<file path="src/rtl/stepper_pkg.sv">
// Shared types and constants for the stepper motion controller:
// drive modes, register addresses, CTRL bit positions and the coil phase table.
package stepper_pkg;

   typedef enum logic [1:0] {
      MODE_FULL = 2'd0,
      MODE_WAVE = 2'd1,
      MODE_HALF = 2'd2,
      MODE_OFF  = 2'd3
   } mode_t;

   localparam logic [1:0] ADDR_TARGET = 2'd0;
   localparam logic [1:0] ADDR_PERIOD = 2'd1;
   localparam logic [1:0] ADDR_POS    = 2'd2;
   localparam logic [1:0] ADDR_CTRL   = 2'd3;

   localparam int CTRL_MODE_LSB = 0;
   localparam int CTRL_STOP_BIT = 2;

   // Coils are {B-,A-,B+,A+}; odd entries energise two coils, even entries one.
   function automatic logic [3:0] phase_coils(input logic [2:0] idx);
      logic [3:0] coils;
      case (idx)
         3'd0:    coils = 4'b0001;
         3'd1:    coils = 4'b0011;
         3'd2:    coils = 4'b0010;
         3'd3:    coils = 4'b0110;
         3'd4:    coils = 4'b0100;
         3'd5:    coils = 4'b1100;
         3'd6:    coils = 4'b1000;
         default: coils = 4'b1001;
      endcase
      return coils;
   endfunction

endpackage

</file>
<file path="src/rtl/stepper_motion_ctrl_if.sv">
// Register-write bus from the SPI decode into the stepper motion controller.
interface stepper_motion_ctrl_if #(
   parameter int POS_W = 32
);
   logic             cfg_we;
   logic [2:0]       cfg_ch;
   logic [1:0]       cfg_addr;
   logic [POS_W-1:0] cfg_wdata;

   modport master (output cfg_we, cfg_ch, cfg_addr, cfg_wdata);
   modport slave  (input  cfg_we, cfg_ch, cfg_addr, cfg_wdata);
endinterface

</file>
<file path="src/rtl/stepper_channel.sv">
// One stepper channel: registers, IDLE/RUN FSM, rate counter and coil decode.
// STEPPER_EXT_STEP_EN adds external step/dir drive with a 2-flop synchroniser.
module stepper_channel
   import stepper_pkg::*;
#(
   parameter int POS_W = 32,
   parameter int DIV_W = 24
) (
   input  logic             clk,
   input  logic             rst,
   input  logic             wr_en,
   input  logic [1:0]       wr_addr,
   input  logic [POS_W-1:0] wr_data,
`ifdef STEPPER_EXT_STEP_EN
   input  logic             ext_en,
   input  logic             ext_step,
   input  logic             ext_dir,
`endif
   output logic [POS_W-1:0] pos,
   output logic             busy,
   output logic [3:0]       coil
);

   typedef enum logic {ST_IDLE, ST_RUN} state_t;

   localparam logic [POS_W-1:0] POS_ONE = POS_W'(1);
   localparam logic [DIV_W-1:0] DIV_ONE = DIV_W'(1);

   state_t           state_reg;
   mode_t            mode_reg;
   logic [POS_W-1:0] pos_reg, target_reg;
   logic [DIV_W-1:0] period_reg, cnt_reg;
   logic [2:0]       phase_reg;

   logic [POS_W-1:0] diff, pos_step, pos_next;
   logic [DIV_W-1:0] reload;
   logic [2:0]       inc, phase_step, phase_base, phase_aligned;
   logic             ext_mode, ext_fire, ext_fall, ext_dn;
   logic             run_step, do_step, step_dn;
   mode_t            wr_mode;

`ifdef STEPPER_EXT_STEP_EN
   // [0],[1] synchronise ext_step; [2] holds the previous synced level for edge detect.
   logic [2:0] sync_reg;
   logic       ext_en_reg;

   always_ff @(posedge clk) begin
      if (rst) begin
         sync_reg   <= '0;
         ext_en_reg <= 1'b0;
      end else begin
         sync_reg   <= {sync_reg[1:0], ext_step};
         ext_en_reg <= ext_en;
      end
   end

   assign ext_mode = ext_en;
   assign ext_fire = ext_en && sync_reg[1] && !sync_reg[2] && (mode_reg != MODE_OFF);
   assign ext_fall = ext_en_reg && !ext_en;
   assign ext_dn   = !ext_dir;
`else
   assign ext_mode = 1'b0;
   assign ext_fire = 1'b0;
   assign ext_fall = 1'b0;
   assign ext_dn   = 1'b0;
`endif

   // Signed difference gives the shortest path around the position wrap.
   assign diff       = target_reg - pos_reg;
   assign reload     = (period_reg == '0) ? '0 : period_reg - DIV_ONE;
   assign inc        = (mode_reg == MODE_HALF) ? 3'd1 : 3'd2;
   assign run_step   = !ext_mode && (state_reg == ST_RUN) && (cnt_reg == '0) && (diff != '0);
   assign do_step    = run_step || ext_fire;
   assign step_dn    = ext_mode ? ext_dn : diff[POS_W-1];
   assign pos_step   = step_dn ? pos_reg - POS_ONE : pos_reg + POS_ONE;
   assign phase_step = step_dn ? phase_reg - inc : phase_reg + inc;
   assign pos_next   = do_step ? pos_step : pos_reg;
   assign phase_base = do_step ? phase_step : phase_reg;
   assign wr_mode    = mode_t'(wr_data[CTRL_MODE_LSB +: 2]);

   always_comb begin
      phase_aligned = phase_base;
      if (wr_mode == MODE_FULL)
         phase_aligned = {phase_base[2:1], 1'b1};
      else if (wr_mode == MODE_WAVE)
         phase_aligned = {phase_base[2:1], 1'b0};
   end

   always_ff @(posedge clk) begin
      if (rst) begin
         state_reg  <= ST_IDLE;
         mode_reg   <= MODE_OFF;
         pos_reg    <= '0;
         target_reg <= '0;
         period_reg <= '0;
         cnt_reg    <= '0;
         phase_reg  <= '0;
      end else begin
         pos_reg   <= pos_next;
         phase_reg <= phase_base;

         case (state_reg)
            ST_IDLE: begin
               if (!ext_mode && (mode_reg != MODE_OFF) && (diff != '0)) begin
                  state_reg <= ST_RUN;
                  cnt_reg   <= reload;
               end
            end
            default: begin
               cnt_reg <= (cnt_reg == '0) ? reload : cnt_reg - DIV_ONE;
               if ((diff == '0) || (run_step && (pos_step == target_reg)))
                  state_reg <= ST_IDLE;
            end
         endcase

         if (ext_mode)
            state_reg <= ST_IDLE;
         if (ext_fall)
            target_reg <= pos_reg;

         // Register writes come last so they win over the step/FSM updates above.
         if (wr_en) begin
            case (wr_addr)
               ADDR_TARGET: target_reg <= wr_data;
               ADDR_PERIOD: period_reg <= wr_data[DIV_W-1:0];
               ADDR_POS: begin
                  if (state_reg == ST_IDLE)
                     pos_reg <= wr_data;
               end
               default: begin
                  mode_reg  <= wr_mode;
                  phase_reg <= phase_aligned;
                  if (wr_data[CTRL_STOP_BIT]) begin
                     target_reg <= pos_next;
                     state_reg  <= ST_IDLE;
                  end
                  if (wr_mode == MODE_OFF)
                     state_reg <= ST_IDLE;
               end
            endcase
         end
      end
   end

   assign pos  = pos_reg;
   assign busy = (state_reg == ST_RUN);
   assign coil = (mode_reg == MODE_OFF) ? 4'b0000 : phase_coils(phase_reg);

endmodule

</file>
<file path="src/rtl/stepper_motion_ctrl.sv">
// Multi-channel stepper motion controller top: cfg channel decode and output packing.
// STEPPER_EXT_STEP_EN adds per-channel ext_en/ext_step/ext_dir inputs.
module stepper_motion_ctrl
   import stepper_pkg::*;
#(
   parameter int N_CH  = 2,
   parameter int POS_W = 32,
   parameter int DIV_W = 24
) (
   input  logic                  clk,
   input  logic                  rst,
   stepper_motion_ctrl_if.slave  cfg,
`ifdef STEPPER_EXT_STEP_EN
   input  logic [N_CH-1:0]       ext_en,
   input  logic [N_CH-1:0]       ext_step,
   input  logic [N_CH-1:0]       ext_dir,
`endif
   output logic [N_CH*POS_W-1:0] pos,
   output logic [N_CH-1:0]       busy,
   output logic [N_CH*4-1:0]     coil_out
);

   genvar gi;
   generate
      for (gi = 0; gi < N_CH; gi++) begin : g_ch
         // Channel numbers without an instance never match, so such writes drop.
         logic sel;
         assign sel = cfg.cfg_we && (cfg.cfg_ch == 3'(gi));

         stepper_channel #(
            .POS_W (POS_W),
            .DIV_W (DIV_W)
         ) u_ch (
            .clk      (clk),
            .rst      (rst),
            .wr_en    (sel),
            .wr_addr  (cfg.cfg_addr),
            .wr_data  (cfg.cfg_wdata),
`ifdef STEPPER_EXT_STEP_EN
            .ext_en   (ext_en[gi]),
            .ext_step (ext_step[gi]),
            .ext_dir  (ext_dir[gi]),
`endif
            .pos      (pos[gi*POS_W +: POS_W]),
            .busy     (busy[gi]),
            .coil     (coil_out[gi*4 +: 4])
         );
      end
   endgenerate

endmodule

</file>
<file path="src/flat_wrapper.sv">
// flat-port wrapper written by rule: the top's interface ports become plain ports
module stepper_motion_ctrl_flat import stepper_pkg::*;
#(
   parameter int N_CH  = 2,
   parameter int POS_W = 32,
   parameter int DIV_W = 24
)
  (clk, rst, pos, busy, coil_out, cfg_cfg_we, cfg_cfg_ch, cfg_cfg_addr, cfg_cfg_wdata);
  stepper_motion_ctrl_if #(.POS_W(POS_W)) cfg_i ();
  input  logic clk;
  input  logic rst;
  output logic [N_CH*POS_W-1:0] pos;
  output logic [N_CH-1:0] busy;
  output logic [N_CH*4-1:0] coil_out;
  input wire logic [$bits(cfg_i.cfg_we)-1:0] cfg_cfg_we;
  input wire logic [$bits(cfg_i.cfg_ch)-1:0] cfg_cfg_ch;
  input wire logic [$bits(cfg_i.cfg_addr)-1:0] cfg_cfg_addr;
  input wire logic [$bits(cfg_i.cfg_wdata)-1:0] cfg_cfg_wdata;
  assign cfg_i.cfg_we = cfg_cfg_we;
  assign cfg_i.cfg_ch = cfg_cfg_ch;
  assign cfg_i.cfg_addr = cfg_cfg_addr;
  assign cfg_i.cfg_wdata = cfg_cfg_wdata;
  stepper_motion_ctrl #(.N_CH(N_CH), .POS_W(POS_W), .DIV_W(DIV_W)) u_core (.clk(clk), .rst(rst), .cfg(cfg_i), .pos(pos), .busy(busy), .coil_out(coil_out));
endmodule
</file>
<file path="config.mk">
export PLATFORM = sky130hd
export DESIGN_NAME = stepper_motion_ctrl_flat
export DESIGN_NICKNAME = d
export VERILOG_FILES = /design/src/rtl/stepper_pkg.sv /design/src/rtl/stepper_motion_ctrl_if.sv /design/src/rtl/stepper_channel.sv /design/src/rtl/stepper_motion_ctrl.sv /design/src/flat_wrapper.sv
export SDC_FILE = /design/constraint.sdc
export NUM_CORES = 1
export LEC_CHECK = 0
export ABC_AREA = 0
export CELL_PAD_IN_SITES_DETAIL_PLACEMENT = 2
export CELL_PAD_IN_SITES_GLOBAL_PLACEMENT = 2
export CORE_UTILIZATION = 36
export DETAILED_ROUTE_END_ITERATION = 8
export PLACE_DENSITY = 0.79
export SYNTH_ARGS = -nofsm -noshare
export SYNTH_HDL_FRONTEND = slang
export SYNTH_SLANG_ARGS = --single-unit
</file>
<file path="constraint.sdc">
create_clock -name clk -period 7.9 [get_ports clk]
set_input_delay 1.58 -clock clk [delete_from_list [all_inputs] [get_ports clk]]
set_output_delay 1.58 -clock clk [all_outputs]
set_load 0.1 [all_outputs]
</file>
---- Yosys cells after proc, flatten, opt, wreduce, memory -nomap -nowiden ----
Index checks and enable logic that the tools add are counted.
storage, ports and cells
  flip-flop bits (word level) ............. 236
  bits of input ports ..................... 40
  word-level logic and storage cells ...... 145
cells by class
  $add $sub $neg .......................... 14
  equal/unequal tests ..................... 25
  multiplexer cells ....................... 54
  bitwise gates (word level) .............. 2
  reductions and logical operators ........ 36
operators by type and width
  operator                                             count
  2-to-1 mux 32 bit                                    12
  2-to-1 mux 24 bit                                    8
  case mux 32 bit (2 select lines)                     2
  zero test 24 bit                                     4
  subtractor 24 x 1 -> 24 bit (second input constant)  4
  adder 32 x 1 -> 32 bit (second input constant)       2
  == test 32 bit                                       2
  zero test 32 bit                                     2
  nonzero test 32 bit                                  2
  subtractor 32 x 1 -> 32 bit (second input constant)  2
  subtractor 32 bit                                    2
  case mux 4 bit (7 select lines)                      2
  2-to-1 mux 1 bit                                     22
  == test 3 bit (second input constant)                6
  == test 2 bit (second input constant)                6
  == test 3 x 2 -> 1 bit (second input constant)       4
  2-to-1 mux 3 bit                                     4
  logical AND 1 bit                                    10
  == test 3 x 1 -> 1 bit (second input constant)       3
  zero test 3 bit                                      3
  2-to-1 mux 4 bit                                     2
  AND reduction 2 bit                                  4
  adder 3 x 2 -> 3 bit                                 2
  AND reduction 3 bit                                  2
  other kinds (10)                                     19

---- Logic depth before layout (Yosys ltp) ----
  depth in word-level cells ............... 11
  gate-level depth with buffers ........... 25
  gate-level depth less buffers ........... 24

---- Modules after synthesis ----
A second synthesis with hierarchy kept.
unflattened totals
  cells, all modules ...................... 3122
  area, all modules ....................... 22838.2 um^2
modules (own cells, without submodules)
  module                                  times used  cells each  area an instance (um^2)
  stepper_channel at u_core.g_ch[1].u_ch  1           1628        11878.9
  stepper_channel at u_core.g_ch[0].u_ch  1           1492        10931.7
  stepper_motion_ctrl                     1           2           27.5

---- Least setup slack after synthesis ----
OpenSTA, ideal clock, no wires.
  path type ............................... register to register
  from .................................... reg u_core.g_ch[1].u_ch.pos_reg[8]
  to ...................................... reg u_core.g_ch[1].u_ch.state_reg
  setup time .............................. 127 ps
  arrival time ............................ 7170 ps
  required time ........................... 7773 ps
  setup slack ............................. 603 ps
  stages on the path, launching flop included .. 26
  clock period less this slack ............ 7297 ps
  cell sequence ........................... dfxtp_1 inv_1 ha_1 buf_2 a211o_1 a211oi_2 a211o_2 a31oi_1 nor2_1 o21ai_0 xnor2_1 inv_1 fa_1 nor2b_1 o31a_1 clkbuf_1 o211a_1 a2bb2oi_1 a21oi_1 o21ai_0 and3_1 xor2_1 a2111oi_0 nand4_1 nor4_1 a21oi_1
between the ends
  word-level cells in the longest chain between the ends .. 11
  elaborated cells on any way between the ends .. 18
  those cells by class .................... 3 x add/sub; 1 x eq/ne; 8 x mux; 6 x reduce/logical
ends and longest elaborated chain
  item                                                      line                                                                  source
  from (decl)                                               stepper_channel.sv:31                                                 logic [POS_W-1:0] pos_reg, target_reg;
  from (signal assigned)                                    stepper_channel.sv:99                                                 pos_reg <= pos_next;
  from (signal assigned)                                    stepper_channel.sv:128                                                pos_reg <= wr_data;
  subtractor 32 bit, or another cell as far along           stepper_channel.sv:69                                                 assign diff = target_reg - pos_reg;
  2-to-1 mux 32 bit or nonzero test 32 bit (tied branches)  stepper_channel.sv:75, stepper_channel.sv:72, stepper_channel.sv:104
  == test 32 bit or logical AND 1 bit (tied branches)       stepper_channel.sv:111, stepper_channel.sv:72
  logical AND 1 bit                                         stepper_channel.sv:111                                                if ((diff == '0) || (run_step && (pos_step == target_reg)))
  logical OR 1 bit                                          stepper_channel.sv:111
  2-to-1 mux 1 bit                                          stepper_channel.sv:111
  2-to-1 mux 1 bit (*)                                      stepper_channel.sv:102                                                case (state_reg)
  2-to-1 mux 1 bit                                          stepper_channel.sv:133                                                if (wr_data[CTRL_STOP_BIT]) begin
  2-to-1 mux 1 bit                                          stepper_channel.sv:137                                                if (wr_mode == MODE_OFF)
  2-to-1 mux 1 bit                                          stepper_channel.sv:123                                                case (wr_addr)
  2-to-1 mux 1 bit (*)                                      stepper_channel.sv:122                                                if (wr_en) begin
  to (signal assigned)                                      stepper_channel.sv:117                                                state_reg <= ST_IDLE;
  to (signal assigned)                                      stepper_channel.sv:135                                                state_reg <= ST_IDLE;
  to (signal assigned)                                      stepper_channel.sv:138                                                state_reg <= ST_IDLE;
  to (decl)                                                 stepper_channel.sv:29                                                 state_t state_reg;
Every way passes the cells marked *; elsewhere a longest branch is shown, timed or not.
A chain may end at the register's enable or synchronous reset.

---- Final worst setup path ----
  from .................................... reg u_core.g_ch[0].u_ch.pos_reg[14]
  to ...................................... reg u_core.g_ch[0].u_ch.state_reg
between the ends
  word-level cells in the longest chain between the ends .. 11
  elaborated cells on any way between the ends .. 18
  those cells by class .................... 3 x add/sub; 1 x eq/ne; 8 x mux; 6 x reduce/logical
ends and longest elaborated chain
  item                                                      line
  from (decl)                                               stepper_channel.sv:31
  from (signal assigned)                                    stepper_channel.sv:99
  from (signal assigned)                                    stepper_channel.sv:128
  subtractor 32 bit, or another cell as far along           stepper_channel.sv:69
  2-to-1 mux 32 bit or nonzero test 32 bit (tied branches)  stepper_channel.sv:75, stepper_channel.sv:72, stepper_channel.sv:104
  == test 32 bit or logical AND 1 bit (tied branches)       stepper_channel.sv:111, stepper_channel.sv:72
  logical AND 1 bit                                         stepper_channel.sv:111
  logical OR 1 bit                                          stepper_channel.sv:111
  2-to-1 mux 1 bit                                          stepper_channel.sv:111
  2-to-1 mux 1 bit (*)                                      stepper_channel.sv:102
  2-to-1 mux 1 bit                                          stepper_channel.sv:133
  2-to-1 mux 1 bit                                          stepper_channel.sv:137
  2-to-1 mux 1 bit                                          stepper_channel.sv:123
  2-to-1 mux 1 bit (*)                                      stepper_channel.sv:122
  to (signal assigned)                                      stepper_channel.sv:117
  to (signal assigned)                                      stepper_channel.sv:135
  to (signal assigned)                                      stepper_channel.sv:138
  to (decl)                                                 stepper_channel.sv:29
Marked as above.

==> results_dict.tcl <==
set metrics [dict create \
    status "finished clean" \
    numCtsBuffers 30 \
    skew_ps 23.91 \
    avgViaCountPerCell 6.158 \
    grt_use_total_pct 31.64 \
    slew_viol_final 0 \
    ys.flop_type "dfxtp_1" \
    syn-num-nets 3098 \
    crit_required_ps 8350 \
    endpoint_kind "flip-flop" \
    ff2ff_setup_slack_ps 470 \
    power_leakage_nw 9.538 \
    io_buffers 113 \
    crit_fanout 16 \
    cts_setup_buffers 0 \
    min_period_over_period_pct 94.06 \
    synth_area_leader_cell "dfxtp_1" \
    cp.depth 23 \
    r2r-start "u_core.g_ch[0].u_ch.pos[14]" \
    synth_top_area_share_pct 22.28 \
    critPathLaunchType "flip-flop" \
    slowest_delay_ps 570 \
    drive_above_1_share_pct 5.599 \
    path_class "flip-flop to flip-flop" \
    clkTransAtPathRegs_ps 60 \
    first_pass_iters 5 \
    wl_met2_um 46060 \
    grt_setup_unrepaired "false" \
    synth.avg_cell_area_um2 7.272 \
    arrival_ps 7880 \
    hold_viol 0 \
    grt_pass1_wl_um 148900 \
    fmax_mhz 134.6 \
    insertion_delay_ps 600 \
    fin_tns_setup_ps 0 \
    ys_seq_area_share_pct 22.28 \
    die_w_um 244.7 \
    hold_end "u_core.g_ch[1].u_ch.cnt_reg[21]" \
    crit_buf_inv 1 \
    cts_sinks 236 \
    max_cap_viol_count 0 \
    cellPowerDensity_nw_per_um2 246.4 \
    maxSlewHeadroom_pct 17.90 \
    ys_warn_count 0 \
    grt_max_degree 80 \
    filler_cell_count 6867 \
    finalSetupViolations 0 \
    r2r_cells 23 \
    hold_buffers 0 \
    synthTopCellsByArea "dfxtp_1, ha_1, a21oi_1, nand2_1, nor2_1" \
    vias 22970 \
    drcViolationCount 0 \
    clockBufferDepth 3 \
    most-common-layout-cells "nand2_1, nor2_1, a21oi_1, dfxtp_1, o21ai_0" \
    holdPathStages 2 \
    root_buffer "clkbuf_16" \
    min_period_ps 7431 \
    ys_ff_latch 236 \
    io_pins 114 \
    postSynthCellCount 2916 \
    drt_iter0_drc 1038 \
    core.rowCount 88 \
    die_h_um 244.7 \
    cts_tree "built" \
    grt_overflow 0 \
    min-delay-start "u_core.g_ch[1].u_ch.cnt_reg[21]" \
    wl_met3_um 3488 \
    wl_per_cell_um 26.04 \
    yosysUniqueCellTypes 100 \
    initial_core_util_pct 36.61 \
    power_mw 5.919 \
    vdd_drop_max_v 0.0001721 \
    synthesis.area_um2 21210 \
    dpl.hpwl_um 76260 \
    routabilityCongestion 0.9341 \
    wl_met1_um 44490 \
    coreArea_um2 57920 \
    rr_endpoint "u_core.g_ch[0].u_ch.busy" \
    postCtsResizedCells 0 \
    detail-route-antenna-nets 0 \
    tightest_slew_ps 1216 \
    die_area_um2 59880 \
    final_common_cell "nand2_1" \
    dr.max_layer_used "met4" \
    cp_cell_sequence "inv_1 -> ha_1 -> nand4_2 -> nor2_1 -> and4_1 -> o21ai_1 -> a211oi_1 -> a311oi_1 -> a211o_1 -> xnor2_4 -> ha_1 -> nor2b_1 -> o31ai_1 -> a21oi_1 -> o21ai_0 -> nand2b_1 -> a21oi_1 -> xnor3_1 -> or4_1 -> nand4b_1 -> or4_1 -> nor4_1 -> nor3_1" \
    grt_pass1_vias 24600 \
    hold_class "flip-flop to flip-flop" \
    final_nets 3124 \
    cp_top_family "simple AND/OR/NAND/NOR gates" \
    async_flop_share_pct 0 \
    cp_slowest_cell "ha_1" \
    cts_max_level 1 \
    syn_to_final_growth_pct 13.27 \
    drt-total-wl_um 97160 \
    synth_edf_count 0 \
    antenna_found_initial 1 \
]
## worst max path at each step
stage | start | end
floorplan | u_core.g_ch[1].u_ch.pos[8] | u_core.g_ch[1].u_ch.busy
global placement | u_core.g_ch[0].u_ch.pos[14] | u_core.g_ch[0].u_ch.busy
detailed placement | u_core.g_ch[0].u_ch.pos[14] | u_core.g_ch[0].u_ch.busy
CTS | u_core.g_ch[0].u_ch.pos[14] | u_core.g_ch[0].u_ch.busy
global route | u_core.g_ch[0].u_ch.pos[14] | u_core.g_ch[0].u_ch.busy
finish | u_core.g_ch[0].u_ch.pos[14] | u_core.g_ch[0].u_ch.busy
## per-stage QoR
step / hold slack, ps / util [%] / instances / instance area, µm² / worst slack, ps
floorplan: 415.6 / - / 2916 / 21210 / 602.6
global placement: 430.3 / 39.72 / 3675 / 23000 / 897.9
detailed placement: 459.4 / 39.72 / 3675 / 23000 / 556.0
CTS: 486.1 / 41.47 / 3730 / 24020 / 494.8
global route: 503.2 / 41.47 / 3731 / 24020 / 47.84
finish: 482.0 / 41.47 / 3731 / 24020 / 469.1
## kinds of logic after synthesis
kind of cell,after synthesis,share of synthesized area [%]
adders and majority gates,142,8.591
buffers and inverters,299,5.582
xor gates and xnor gates,189,7.942
AOI/OAI and AO/OA,932,28.90
muxes,41,1.971
DFF,236,22.28
and+or+nand+nor,1077,24.73
## per-layer routing
layer | vias up | GRT usage (%)
met1 | 11670 | 41.62
met2 | 421 | 53.91
met3 | 134 | 3.225
li1 | 10750 | -
met4 | 0 | 10.07
met5 | - | 0
## report_power, final
group	internal (mW)	leakage [nW]	switching, mW
clock	0.850	0.504	0.592
sequential	1.22	1.90	0.0380
combinational	1.17	7.13	2.06
## cell type report
| class | instances | area (µm²) | area share (%) |
|---|---|---|---|
| clock buffer | 41 | 852.1 | 3.547 |
| antenna | 1 | 2.502 | 0.01042 |
| clock inverter | 14 | 162.7 | 0.6772 |
| inverter | 134 | 503.0 | 2.094 |
| multi-input combinational | 2381 | 15340 | 63.86 |
| timing repair buffer | 159 | 1478 | 6.152 |
| sequential | 236 | 4725 | 19.67 |
| tap | 765 | 957.2 | 3.985 |
## worst register-to-register path: cells and delay by family, from the launching register on
kind	cells	cell delay, ps
flip-flops	1	380
buffers and inverters	1	80
XOR/XNOR	2	790
AO/OA/AOI/OAI	8	2260
adder cells (fa/ha/maj)	2	980
AND/OR/NAND/NOR	10	2800
## Yosys cell counts (9+ instances only)
cell type and count:
nand2_1 311, nor2_1 282, a21oi_1 278, dfxtp_1 236, o21ai_0 165, clkbuf_1 137, ha_1 136, inv_1 133
xnor2_1 103, nor3_1 98, xor2_1 83, a211oi_1 66, nand3_1 59, nand2b_1 52, nand4_1 52, a21o_1 43
a31oi_1 40, o211ai_1 38, mux2i_1 35, nor4_1 31, o31ai_1 29, o21a_1 27, a22oi_1 25, or3_1 25
and3_1 24, nor2b_1 24, a311oi_1 22, a32oi_1 19, or2_2 19, and2_1 18, buf_2 18, a211o_1 16
or4_1 16, o2111ai_1 13, o22ai_1 13, o32ai_1 13, a32o_1 12, nor3b_1 12, a2111oi_0 11, nand3b_1 11
o21bai_1 9, o31a_1 9
No activity file was read; power rests on OpenSTA's default activity.
